<file path="src/rtl/game_pkg.sv">
// Shared grid constants, button indices, control FSM encoding and cursor helpers
// for the move input stage.
package game_pkg;

  localparam int GRID_N = 9;
  localparam int SUB_N  = 3;
  localparam int CELLS  = 81;

  localparam int BTN_UP    = 0;
  localparam int BTN_DOWN  = 1;
  localparam int BTN_LEFT  = 2;
  localparam int BTN_RIGHT = 3;
  localparam int BTN_SEL   = 4;
  localparam int BTN_N     = 5;

  typedef enum logic [1:0] {
    IDLE     = 2'd0,
    ISSUE    = 2'd1,
    WAIT_REL = 2'd2
  } ctrl_state_e;

  function automatic logic [3:0] step_dec(input logic [3:0] v);
    return (v == 4'd0) ? 4'(GRID_N - 1) : v - 4'd1;
  endfunction

  function automatic logic [3:0] step_inc(input logic [3:0] v);
    return (v == 4'(GRID_N - 1)) ? 4'd0 : v + 4'd1;
  endfunction

  function automatic logic [3:0] board_of(input logic [3:0] row, input logic [3:0] col);
    return (row / 4'(SUB_N)) * 4'(SUB_N) + col / 4'(SUB_N);
  endfunction

  function automatic logic [3:0] tile_of(input logic [3:0] row, input logic [3:0] col);
    return (row % 4'(SUB_N)) * 4'(SUB_N) + col % 4'(SUB_N);
  endfunction

  function automatic logic [6:0] cell_index(input logic [3:0] board, input logic [3:0] tile);
    return 7'(board) * 7'(GRID_N) + 7'(tile);
  endfunction

endpackage

</file>
<file path="src/rtl/btn_debounce.sv">
// One push-button: two-flop synchroniser, stable-count debouncer and a
// registered one-cycle press event on each accepted 0->1 transition.
module btn_debounce #(
  parameter int DEBOUNCE_CYCLES = 500000
) (
  input  logic clk,
  input  logic rst,
  input  logic raw,
  output logic level,
  output logic rise
);

  localparam int CW = (DEBOUNCE_CYCLES > 1) ? $clog2(DEBOUNCE_CYCLES) : 1;
  localparam logic [CW-1:0] CNT_LAST = CW'(DEBOUNCE_CYCLES - 1);

  logic          sync1_r;
  logic          sync2_r;
  logic          level_r;
  logic          rise_r;
  logic [CW-1:0] cnt_r;

  // Two-flop synchroniser for the asynchronous button input
  always_ff @(posedge clk or posedge rst) begin
    if (rst) begin
      sync1_r <= 1'b0;
      sync2_r <= 1'b0;
    end else begin
      sync1_r <= raw;
      sync2_r <= sync1_r;
    end
  end

  // Accept a new level only after a full run of differing samples; any agreement restarts the run
  always_ff @(posedge clk or posedge rst) begin
    if (rst) begin
      cnt_r   <= {CW{1'b0}};
      level_r <= 1'b0;
      rise_r  <= 1'b0;
    end else if (sync2_r != level_r) begin
      if (cnt_r == CNT_LAST) begin
        cnt_r   <= {CW{1'b0}};
        level_r <= sync2_r;
        rise_r  <= sync2_r;
      end else begin
        cnt_r   <= cnt_r + CW'(1);
        rise_r  <= 1'b0;
      end
    end else begin
      cnt_r  <= {CW{1'b0}};
      rise_r <= 1'b0;
    end
  end

  assign level = level_r;
  assign rise  = rise_r;

endmodule

</file>
<file path="src/rtl/move_input_ctrl.sv">
// Cursor navigation and move request generation for the 9x9 board: debounced
// buttons step a wrapping cursor, select issues a move or rejects an occupied cell.
module move_input_ctrl
  import game_pkg::*;
#(
  parameter int DEBOUNCE_CYCLES = 500000,
  parameter int BLINK_CYCLES    = 25000000
) (
  input  logic             clk,
  input  logic             rst,
  input  logic             btn_up,
  input  logic             btn_down,
  input  logic             btn_left,
  input  logic             btn_right,
  input  logic             btn_sel,
  input  logic [CELLS-1:0] X_state,
  input  logic [CELLS-1:0] O_state,
  output logic [3:0]       currBoard,
  output logic [3:0]       currTile,
  output logic             move,
  output logic             reject,
  output logic             cursor_blink
);

  localparam int BW = (BLINK_CYCLES > 1) ? $clog2(BLINK_CYCLES) : 1;
  localparam logic [BW-1:0] BLINK_LAST = BW'(BLINK_CYCLES - 1);

  logic [BTN_N-1:0] raw_s;
  logic [BTN_N-1:0] lvl_s;
  logic [BTN_N-1:0] ev_s;
  logic             unused_lvl_s;
  logic [CELLS-1:0] occ_s;

  ctrl_state_e state_r, state_nxt_s;
  logic [3:0]  row_r, col_r, row_nxt_s, col_nxt_s;
  logic [3:0]  board_r, tile_r;
  logic        move_r, reject_r, reject_nxt_s;
  logic [BW-1:0] blink_cnt_r;
  logic          blink_r;

  assign raw_s        = {btn_sel, btn_right, btn_left, btn_down, btn_up};
  assign unused_lvl_s = ^lvl_s[BTN_SEL-1:0];
  assign occ_s        = X_state | O_state;

  for (genvar i = 0; i < BTN_N; i++) begin : g_db
    btn_debounce #(
      .DEBOUNCE_CYCLES(DEBOUNCE_CYCLES)
    ) u_db (
      .clk  (clk),
      .rst  (rst),
      .raw  (raw_s[i]),
      .level(lvl_s[i]),
      .rise (ev_s[i])
    );
  end

  // Control FSM next state and cursor stepping; select beats any direction in the same cycle
  always_comb begin
    state_nxt_s  = state_r;
    row_nxt_s    = row_r;
    col_nxt_s    = col_r;
    reject_nxt_s = 1'b0;
    case (state_r)
      IDLE: begin
        if (ev_s[BTN_SEL]) begin
          if (occ_s[cell_index(board_r, tile_r)]) begin
            reject_nxt_s = 1'b1;
          end else begin
            state_nxt_s = ISSUE;
          end
        end else if (ev_s[BTN_UP]) begin
          row_nxt_s = step_dec(row_r);
        end else if (ev_s[BTN_DOWN]) begin
          row_nxt_s = step_inc(row_r);
        end else if (ev_s[BTN_LEFT]) begin
          col_nxt_s = step_dec(col_r);
        end else if (ev_s[BTN_RIGHT]) begin
          col_nxt_s = step_inc(col_r);
        end else begin
          state_nxt_s = IDLE;
        end
      end
      ISSUE: begin
        state_nxt_s = WAIT_REL;
      end
      WAIT_REL: begin
        if (!lvl_s[BTN_SEL]) begin
          state_nxt_s = IDLE;
        end else begin
          state_nxt_s = WAIT_REL;
        end
      end
      default: begin
        state_nxt_s = IDLE;
      end
    endcase
  end

  // State, cursor and registered outputs; board/tile track the next row/col so they never lag
  always_ff @(posedge clk or posedge rst) begin
    if (rst) begin
      state_r  <= IDLE;
      row_r    <= 4'd4;
      col_r    <= 4'd4;
      board_r  <= 4'd4;
      tile_r   <= 4'd4;
      move_r   <= 1'b0;
      reject_r <= 1'b0;
    end else begin
      state_r  <= state_nxt_s;
      row_r    <= row_nxt_s;
      col_r    <= col_nxt_s;
      board_r  <= board_of(row_nxt_s, col_nxt_s);
      tile_r   <= tile_of(row_nxt_s, col_nxt_s);
      move_r   <= (state_nxt_s == ISSUE);
      reject_r <= reject_nxt_s;
    end
  end

  // Free-running blink divider
  always_ff @(posedge clk or posedge rst) begin
    if (rst) begin
      blink_cnt_r <= {BW{1'b0}};
      blink_r     <= 1'b0;
    end else if (blink_cnt_r == BLINK_LAST) begin
      blink_cnt_r <= {BW{1'b0}};
      blink_r     <= ~blink_r;
    end else begin
      blink_cnt_r <= blink_cnt_r + BW'(1);
      blink_r     <= blink_r;
    end
  end

  assign currBoard    = board_r;
  assign currTile     = tile_r;
  assign move         = move_r;
  assign reject       = reject_r;
  assign cursor_blink = blink_r;

endmodule

</file>
<file path="config.mk">
export PLATFORM = sky130hd
export DESIGN_NAME = move_input_ctrl
export DESIGN_NICKNAME = d
export VERILOG_FILES = /design/src/rtl/game_pkg.sv /design/src/rtl/btn_debounce.sv /design/src/rtl/move_input_ctrl.sv
export SDC_FILE = /design/constraint.sdc
export NUM_CORES = 1
export LEC_CHECK = 0
export CORE_AREA = 2 2 156 158
export DETAILED_ROUTE_END_ITERATION = 10
export DIE_AREA = 0 0 158 160
export PLACE_DENSITY = 0.68
export SLEW_MARGIN = 20
export SYNTH_ARGS = -nofsm -noshare
export SYNTH_HDL_FRONTEND = slang
export SYNTH_SLANG_ARGS = --single-unit
</file>
<file path="constraint.sdc">
create_clock -name clk -period 6.5 [get_ports clk]
set_input_delay 1.3 -clock clk [delete_from_list [all_inputs] [get_ports clk]]
set_output_delay 1.3 -clock clk [all_outputs]
set_load 0.005 [all_outputs]
</file>
==> impl_metrics.env, run 1 <==
export IMPL_synth_top_area_cell="dfrtp_1"
export IMPL_max_slew_worst_pin_slew_ns=0.9033
export IMPL_dieWidth_um=158
export IMPL_multi_input_area_mm2=0.004967
export IMPL_htreeDepth=4
export IMPL_hold_ws_ns=0.3492
export IMPL_worstPathMaxFanout=8
export IMPL_relSlewSlack=0.3978
export IMPL_layout_commonest_cell="nor2_1"
export IMPL_yosys_warnings=0
export IMPL_gp_congestion=0.8186
export IMPL_layout_drive_gt1_share=0.05882
export IMPL_start_util=0.3902
export IMPL_cts_setup_buffers=0
export IMPL_ys_ff_latch=161
export IMPL_cp_end_kind="flop"
export IMPL_hold_viol_final=0
export IMPL_syn_inst=1010
export IMPL_max_cap_violations=0
export IMPL_cellPowerDensity_mw_per_mm2=186.9
export IMPL_setup_viol=0
export IMPL_layout_worst_path_cycle_share=0.8164
export IMPL_syn_to_final_growth_pct=29.11
export IMPL_grt_pass1_vias=7380
export IMPL_ant_nets=0
export IMPL_fmax_mhz=188.5
export IMPL_placed_area_mm2=0.01138
export IMPL_wire_per_inst_um=14.72
export IMPL_crit_type="reg -> reg"
export IMPL_crit_arrival_ns=5.61
export IMPL_syn_area_mm2=0.009294
export IMPL_die_area_mm2=0.02528
export IMPL_crit_path_frequent_cell="inv_1"
export IMPL_synthDistinctLibCells=66
export IMPL_antenna_found_initial=1
export IMPL_place_hpwl_mm=16.72
export IMPL_cts_root_buffer="clkbuf_16"
export IMPL_maxSlewViolCount=0
export IMPL_io_buffer_count=179
export IMPL_min_delay_path_class="reg -> reg"
export IMPL_final_core_util=0.5037
export IMPL_grt_overflow_total=0
export IMPL_dr_total_vias=7581
export IMPL_grt_pass1_wl_mm=35.35
export IMPL_grt_usage=0.1752
export IMPL_cts_reportedPaths_clkPinSlew_ns=0.06
export IMPL_numCtsBuffers=17
export IMPL_layout_area_seq_mm2=0.004034
export IMPL_first_pass_iters=6
export IMPL_rsz0062_at_grt="false"
export IMPL_drt_initial_drc_count=381
export IMPL_syn_num_nets=1218
export IMPL_synthFlopType="dfrtp_1"
export IMPL_cpMaxStageDelayCell="nor3_1"
export IMPL_cts_tree="done"
export IMPL_nets=1385
export IMPL_clockBufferDepth=2
export IMPL_ir_drop_uv=176.1
export IMPL_async_reset_ff_frac=1.000
export IMPL_clock_latency_ns=0.42
export IMPL_critPathLaunchType="flop"
export IMPL_cp_required_ns=6.80
export IMPL_finalSetupTns_ns=0
export IMPL_status="finished, final reports clean"
export IMPL_viasPerCell=5.004
export IMPL_drc_errors=0
export IMPL_layout_common_cells="192 x nor2_1, 179 x clkdlybuf4s50_1, 157 x dfrtp_1"
export IMPL_min_period_ns=5.306
export IMPL_n_fill_cell=2170
export IMPL_yosys_top_cells_area="dfrtp_1 42%, nor2_1 7.8%, xor2_1 6.0%, xnor2_1 5.3%, ha_1 4.3%"
export IMPL_fin_area_mm2=0.01200
export IMPL_fp_dieH_um=160
export IMPL_postSynthAreaPerCell_um2=9.202
export IMPL_synth_top_area_share=0.4227
export IMPL_power_leakage_nw=5.174
export IMPL_crit_chain="nor3_1 -> o211ai_1 -> a22oi_1 -> inv_1 -> nand3_1 -> inv_1 -> ha_1 -> inv_1 -> ha_1 -> mux2i_1 -> ha_1 -> nor3_1 -> mux2i_1 -> fa_1 -> inv_1 -> ha_1 -> inv_1 -> fa_1 -> xor2_1 -> xnor3_1"
export IMPL_crit_family="adder cells"
export IMPL_num_io_pins=180
export IMPL_cts_sinks=161
export IMPL_critPathBufInv=5
export IMPL_core_area_mm2=0.02382
export IMPL_grt_start_max_net_pins=113
export IMPL_skew_ns=0.009557
export IMPL_wirelength_mm=22.30
export IMPL_placementRows=57
export IMPL_ctsHoldBuffers=0
export IMPL_critical_path_max_stage_delay_ns=0.71
export IMPL_synth_edff_count=0
export IMPL_ys_seq_area_frac=0.4340
export IMPL_cts_resized=0
## power breakdown
group	internal, mW	switching [mW]
Sequential	1.01	0.00922
Clock	0.619	0.423
Combinational	0.112	0.0662
Total	1.74	0.498
## synth_stat cells (all sizes together), types with 2 or more instances
cell type and instances:
a211oi 4, a21o 7, a21oi 58, a22oi 2
a32oi 3, and2 3, and2b 2, and3 21
and3b 4, and4 4, and4b 2, buf 6
clkbuf 27, dfrtp 157, dfstp 4, fa 7
ha 32, inv 43, mux2 8, mux2i 6
mux4 11, nand2 72, nand2b 3, nand3 48
nand3b 2, nand4 16, nand4b 3, nor2 193
nor2b 9, nor3 55, nor3b 4, nor4 8
nor4b 4, nor4bb 2, o2111ai 2, o211ai 6
o21ai 18, o31a 2, o31ai 2, or2 5
or3 9, xnor2 56, xor2 64
## per-layer routing
layer	vias up	wire length [µm]	GRT usage
met5	-	0	0
li1	3793	-	-
met3	28	1392	0.03582
met4	0	464	0.05078
met1	3568	9026	0.1959
met2	192	11420	0.3308
## layout make-up
type	count	share of cell area
clock inverters	14	0.01460
inverters	43	0.01408
clock buffers	18	0.03660
flip-flops and latches	161	0.3362
repair buffers	181	0.1506
well taps	324	0.03379
diodes	1	0.0002086
multi-input cells	773	0.4140
## state kept, by name, summed over array words and instances (netlist names)
register	count
g_db.u_db.cnt_r	95
blink_cnt_r	25
g_db.u_db.level	5
g_db.u_db.rise	5
g_db.u_db.sync1_r	5
g_db.u_db.sync2_r	5
col_r	4
currBoard	4
currTile	4
row_r	4
state_r	2
cursor_blink	1
move	1
reject	1
## stage by stage
| stage | power, mW | setup slack [ns] | instances |
|---|---|---|---|
| 2_1_floorplan | 1.097 | 0.8584 | 1010 |
| 3_3_place_gp | 1.219 | 1.380 | 1482 |
| 3_5_place_dp | 1.221 | 1.250 | 1482 |
| 4_1_cts | 2.268 | 1.175 | 1514 |
| 5_1_grt | 2.324 | 0.7121 | 1515 |
| 6_report | 2.242 | 1.194 | 1515 |
## worst paths after layout
kind                                       from                     to  slack, ns  depth (start not counted)
hold / removal             g_db[1].u_db.sync1_r   g_db[1].u_db.sync2_r       0.35                          0
min in group asynchronous                   rst   g_db[1].u_db.sync2_r       1.44                          2
hold reg to reg            g_db[1].u_db.sync1_r   g_db[1].u_db.sync2_r       0.35                          0
setup / recovery              g_db[4].u_db.rise            currTile[3]       1.19                         20
max in group asynchronous                   rst  g_db[3].u_db.cnt_r[4]       3.96                          3
setup reg to reg              g_db[4].u_db.rise            currTile[3]       1.19                         20
## worst reg2reg max path: cells and delay by family, from the launching register on
kind	cells	cell delay (ns)
XOR/XNOR	2	0.41
flip-flops	1	0.42
adder cells (fa/ha/maj)	6	1.70
AO/OA/AOI/OAI	2	0.61
AND/OR/NAND/NOR	3	1.26
multiplexers	2	0.46
buffers and inverters	5	0.36
## cells by family (layout without fill, tap and decap cells)
logic type      Yosys count  in the layout  synth area share
other cells               0              1                 0
xor+xnor                121            121            0.1155
flops                   161            161            0.4340
buf+inv                  76            256           0.03204
mux                      25             25           0.04281
fa+ha+maj                39             39           0.05816
simple gates            472            472            0.2412
compound gates          116            116           0.07620
Power figures use the tool's default switching activity.
==> run 2: changes to the inputs <==
Clock period 6.5 ns to 5 ns, I/O delays scaled along.
==> run 2 against run 1 <==
Effect of this change: global-route usage up 0.69 points; cell area up 2.0%; register-to-register slack worse by 1.1 ns; critical endpoint unchanged; sequential cell count unchanged; largest power group is now sequential cells; die area unchanged.
==> impl_metrics.env, run 2 (same netlist as run 1, synthesis figures left out) <==
export IMPL_layout_area_seq_mm2=0.004038
export IMPL_critPathLaunchType="flop"
export IMPL_stdcell_count=1533
export IMPL_drc_errors=0
export IMPL_wirelength_mm=23.13
export IMPL_layout_commonest_cell="nor2_1"
export IMPL_status="finished, final reports clean"
export IMPL_finalSetupTns_ns=0
export IMPL_cellPowerDensity_mw_per_mm2=234.7
export IMPL_place_ws_ns=0.03381
export IMPL_placed_area_mm2=0.01148
export IMPL_cts_root_buffer="clkbuf_16"
export IMPL_dr_total_vias=7734
export IMPL_cp_end_kind="flop"
export IMPL_skew_ns=0.007645
export IMPL_worstSetupEndpoint="currTile[3]"
export IMPL_largest_reg_flops=95
export IMPL_num_io_pins=180
export IMPL_clockBufferDepth=2
export IMPL_setup_viol=0
export IMPL_wire_per_inst_um=15.09
export IMPL_viasPerCell=5.045
export IMPL_syn_to_final_growth_pct=31.73
export IMPL_place_inst=1494
export IMPL_crit_type="reg -> reg"
export IMPL_r2r_start="state_r[1]"
export IMPL_grt_overflow_total=0
export IMPL_antenna_cells=0
export IMPL_ant_nets=0
export IMPL_layout_common_cells="192 x nor2_1, 179 x clkdlybuf4s50_1, 154 x dfrtp_1"
export IMPL_numCtsBuffers=17
export IMPL_largestRegisters="g_db.u_db.cnt_r: 95 flops, blink_cnt_r: 25 flops"
export IMPL_drt_initial_drc_count=406
export IMPL_top_register="g_db.u_db.cnt_r"
export IMPL_die_area_mm2=0.02528
export IMPL_nets=1404
export IMPL_io_buffer_count=179
export IMPL_layout_worst_path_cycle_share=0.9763
export IMPL_grt_pass1_wl_mm=36.61
export IMPL_ctsHoldBuffers=0
export IMPL_max_cap_violations=0
export IMPL_hold_viol_final=0
export IMPL_fin_area_mm2=0.01224
export IMPL_gp_congestion=0.8295
export IMPL_layout_drive_gt1_share=0.09181
export IMPL_fmax_mhz=204.9
export IMPL_startpoint="state_r[1]"
export IMPL_cts_reportedPaths_clkPinSlew_ns=0.06
export IMPL_max_slew_worst_pin_slew_ns=0.8332
export IMPL_grt_start_max_net_pins=129
export IMPL_r2r_worst_path_cells=21
export IMPL_placementRows=57
export IMPL_grt_usage=0.1821
export IMPL_power_leakage_nw=5.272
export IMPL_htreeDepth=4
export IMPL_fp_dieH_um=160
export IMPL_crit_arrival_ns=5.18
export IMPL_cts_tree="done"
export IMPL_place_hpwl_mm=17.07
export IMPL_clock_latency_ns=0.42
export IMPL_start_util=0.3902
export IMPL_relSlewSlack=0.4445
export IMPL_n_fill_cell=2240
export IMPL_first_pass_iters=7
export IMPL_multi_input_area_mm2=0.005072
export IMPL_worstPathMaxFanout=6
export IMPL_core_area_mm2=0.02382
export IMPL_dieWidth_um=158
export IMPL_ir_drop_uv=233.5
export IMPL_min_delay_path_class="reg -> reg"
export IMPL_r2r_setup_slack_ns=0.12
export IMPL_min_period_ns=4.881
export IMPL_grt_pass1_vias=7649
export IMPL_postLayoutSetupSlackWorst_ns=0.1187
export IMPL_r2r_end="currTile[3]"
export IMPL_antenna_found_initial=1
export IMPL_maxSlewViolCount=0
export IMPL_cp_required_ns=5.29
export IMPL_cts_sinks=161
## run 2: changes by cell type in the layout (fill, tap and decap cells not counted), sizes merged, moves of 2 or more
cell and delta:
inv -2, clkinv +2, clkbuf +2, buf +19
## run 2: how the worst min path moves through the flow
stage	cells past startpoint	start	slack, ns	endpoint
finish	0	g_db[4].u_db.sync1_r	0.35	g_db[4].u_db.sync2_r
global route	0	g_db[4].u_db.sync1_r	0.35	g_db[4].u_db.sync2_r
CTS	0	g_db[3].u_db.sync1_r	0.35	g_db[3].u_db.sync2_r
detailed placement	0	g_db[3].u_db.sync1_r	0.34	g_db[3].u_db.sync2_r
global placement	0	g_db[3].u_db.sync1_r	0.34	g_db[3].u_db.sync2_r
floorplan	0	g_db[0].u_db.sync1_r	0.33	g_db[0].u_db.sync2_r
## run 2: through the flow
stage	hold slack (ns)	util	total power, mW
2_1_floorplan	0.3312	-	1.427
3_3_place_gp	0.3379	0.4819	1.587
3_5_place_dp	0.3363	0.4819	1.589
4_1_cts	0.3507	0.5069	2.914
5_1_grt	0.3511	0.5140	2.993
6_report	0.3482	0.5140	2.874
## run 2: repair_timing
item,CTS,global route
setup buffers,0,7
resized for setup,0,28
setup endpoints to repair,0,2
## run 2: power breakdown
group	total, mW	switching (mW)	internal, mW	leakage, nW
sequential	1.33	0.0116	1.32	2.18
clock	1.31	0.533	0.778	0.298
combinational	0.235	0.0878	0.147	2.79
## run 2: per-layer routing
metal	up-vias	global-route usage	part of all wire
met4	0	0.05324	0.017
met3	30	0.03229	0.057
met1	3681	0.2143	0.42
met2	190	0.3354	0.51
li1	3833	-	-
met5	-	0	0
## run 2: area by class of cell
type / count / share of cell area
Timing Repair Buffer: 200 / 0.1606
Sequential cell: 161 / 0.3298
Clock inverter: 12 / 0.01063
Tap cell: 324 / 0.03311
Inverter: 43 / 0.01349
Multi-Input combinational cell: 773 / 0.4143
Clock buffer: 20 / 0.03812
## run 2: worst max-delay path, cell delays in order, from the launching register on
cell     delay, ns
dfrtp_2       0.44
or3_4         0.40
or4_4         0.49
o211a_4       0.17
or2_4         0.26
inv_2         0.05
ha_2          0.16
inv_2         0.04
ha_4          0.26
nor2_1        0.04
a31oi_1       0.15
o31a_1        0.22
nor3b_4       0.24
buf_6         0.15
mux2i_2       0.22
fa_1          0.44
inv_1         0.07
ha_2          0.18
inv_2         0.04
fa_2          0.37
xor2_1        0.15
xnor3_1       0.24
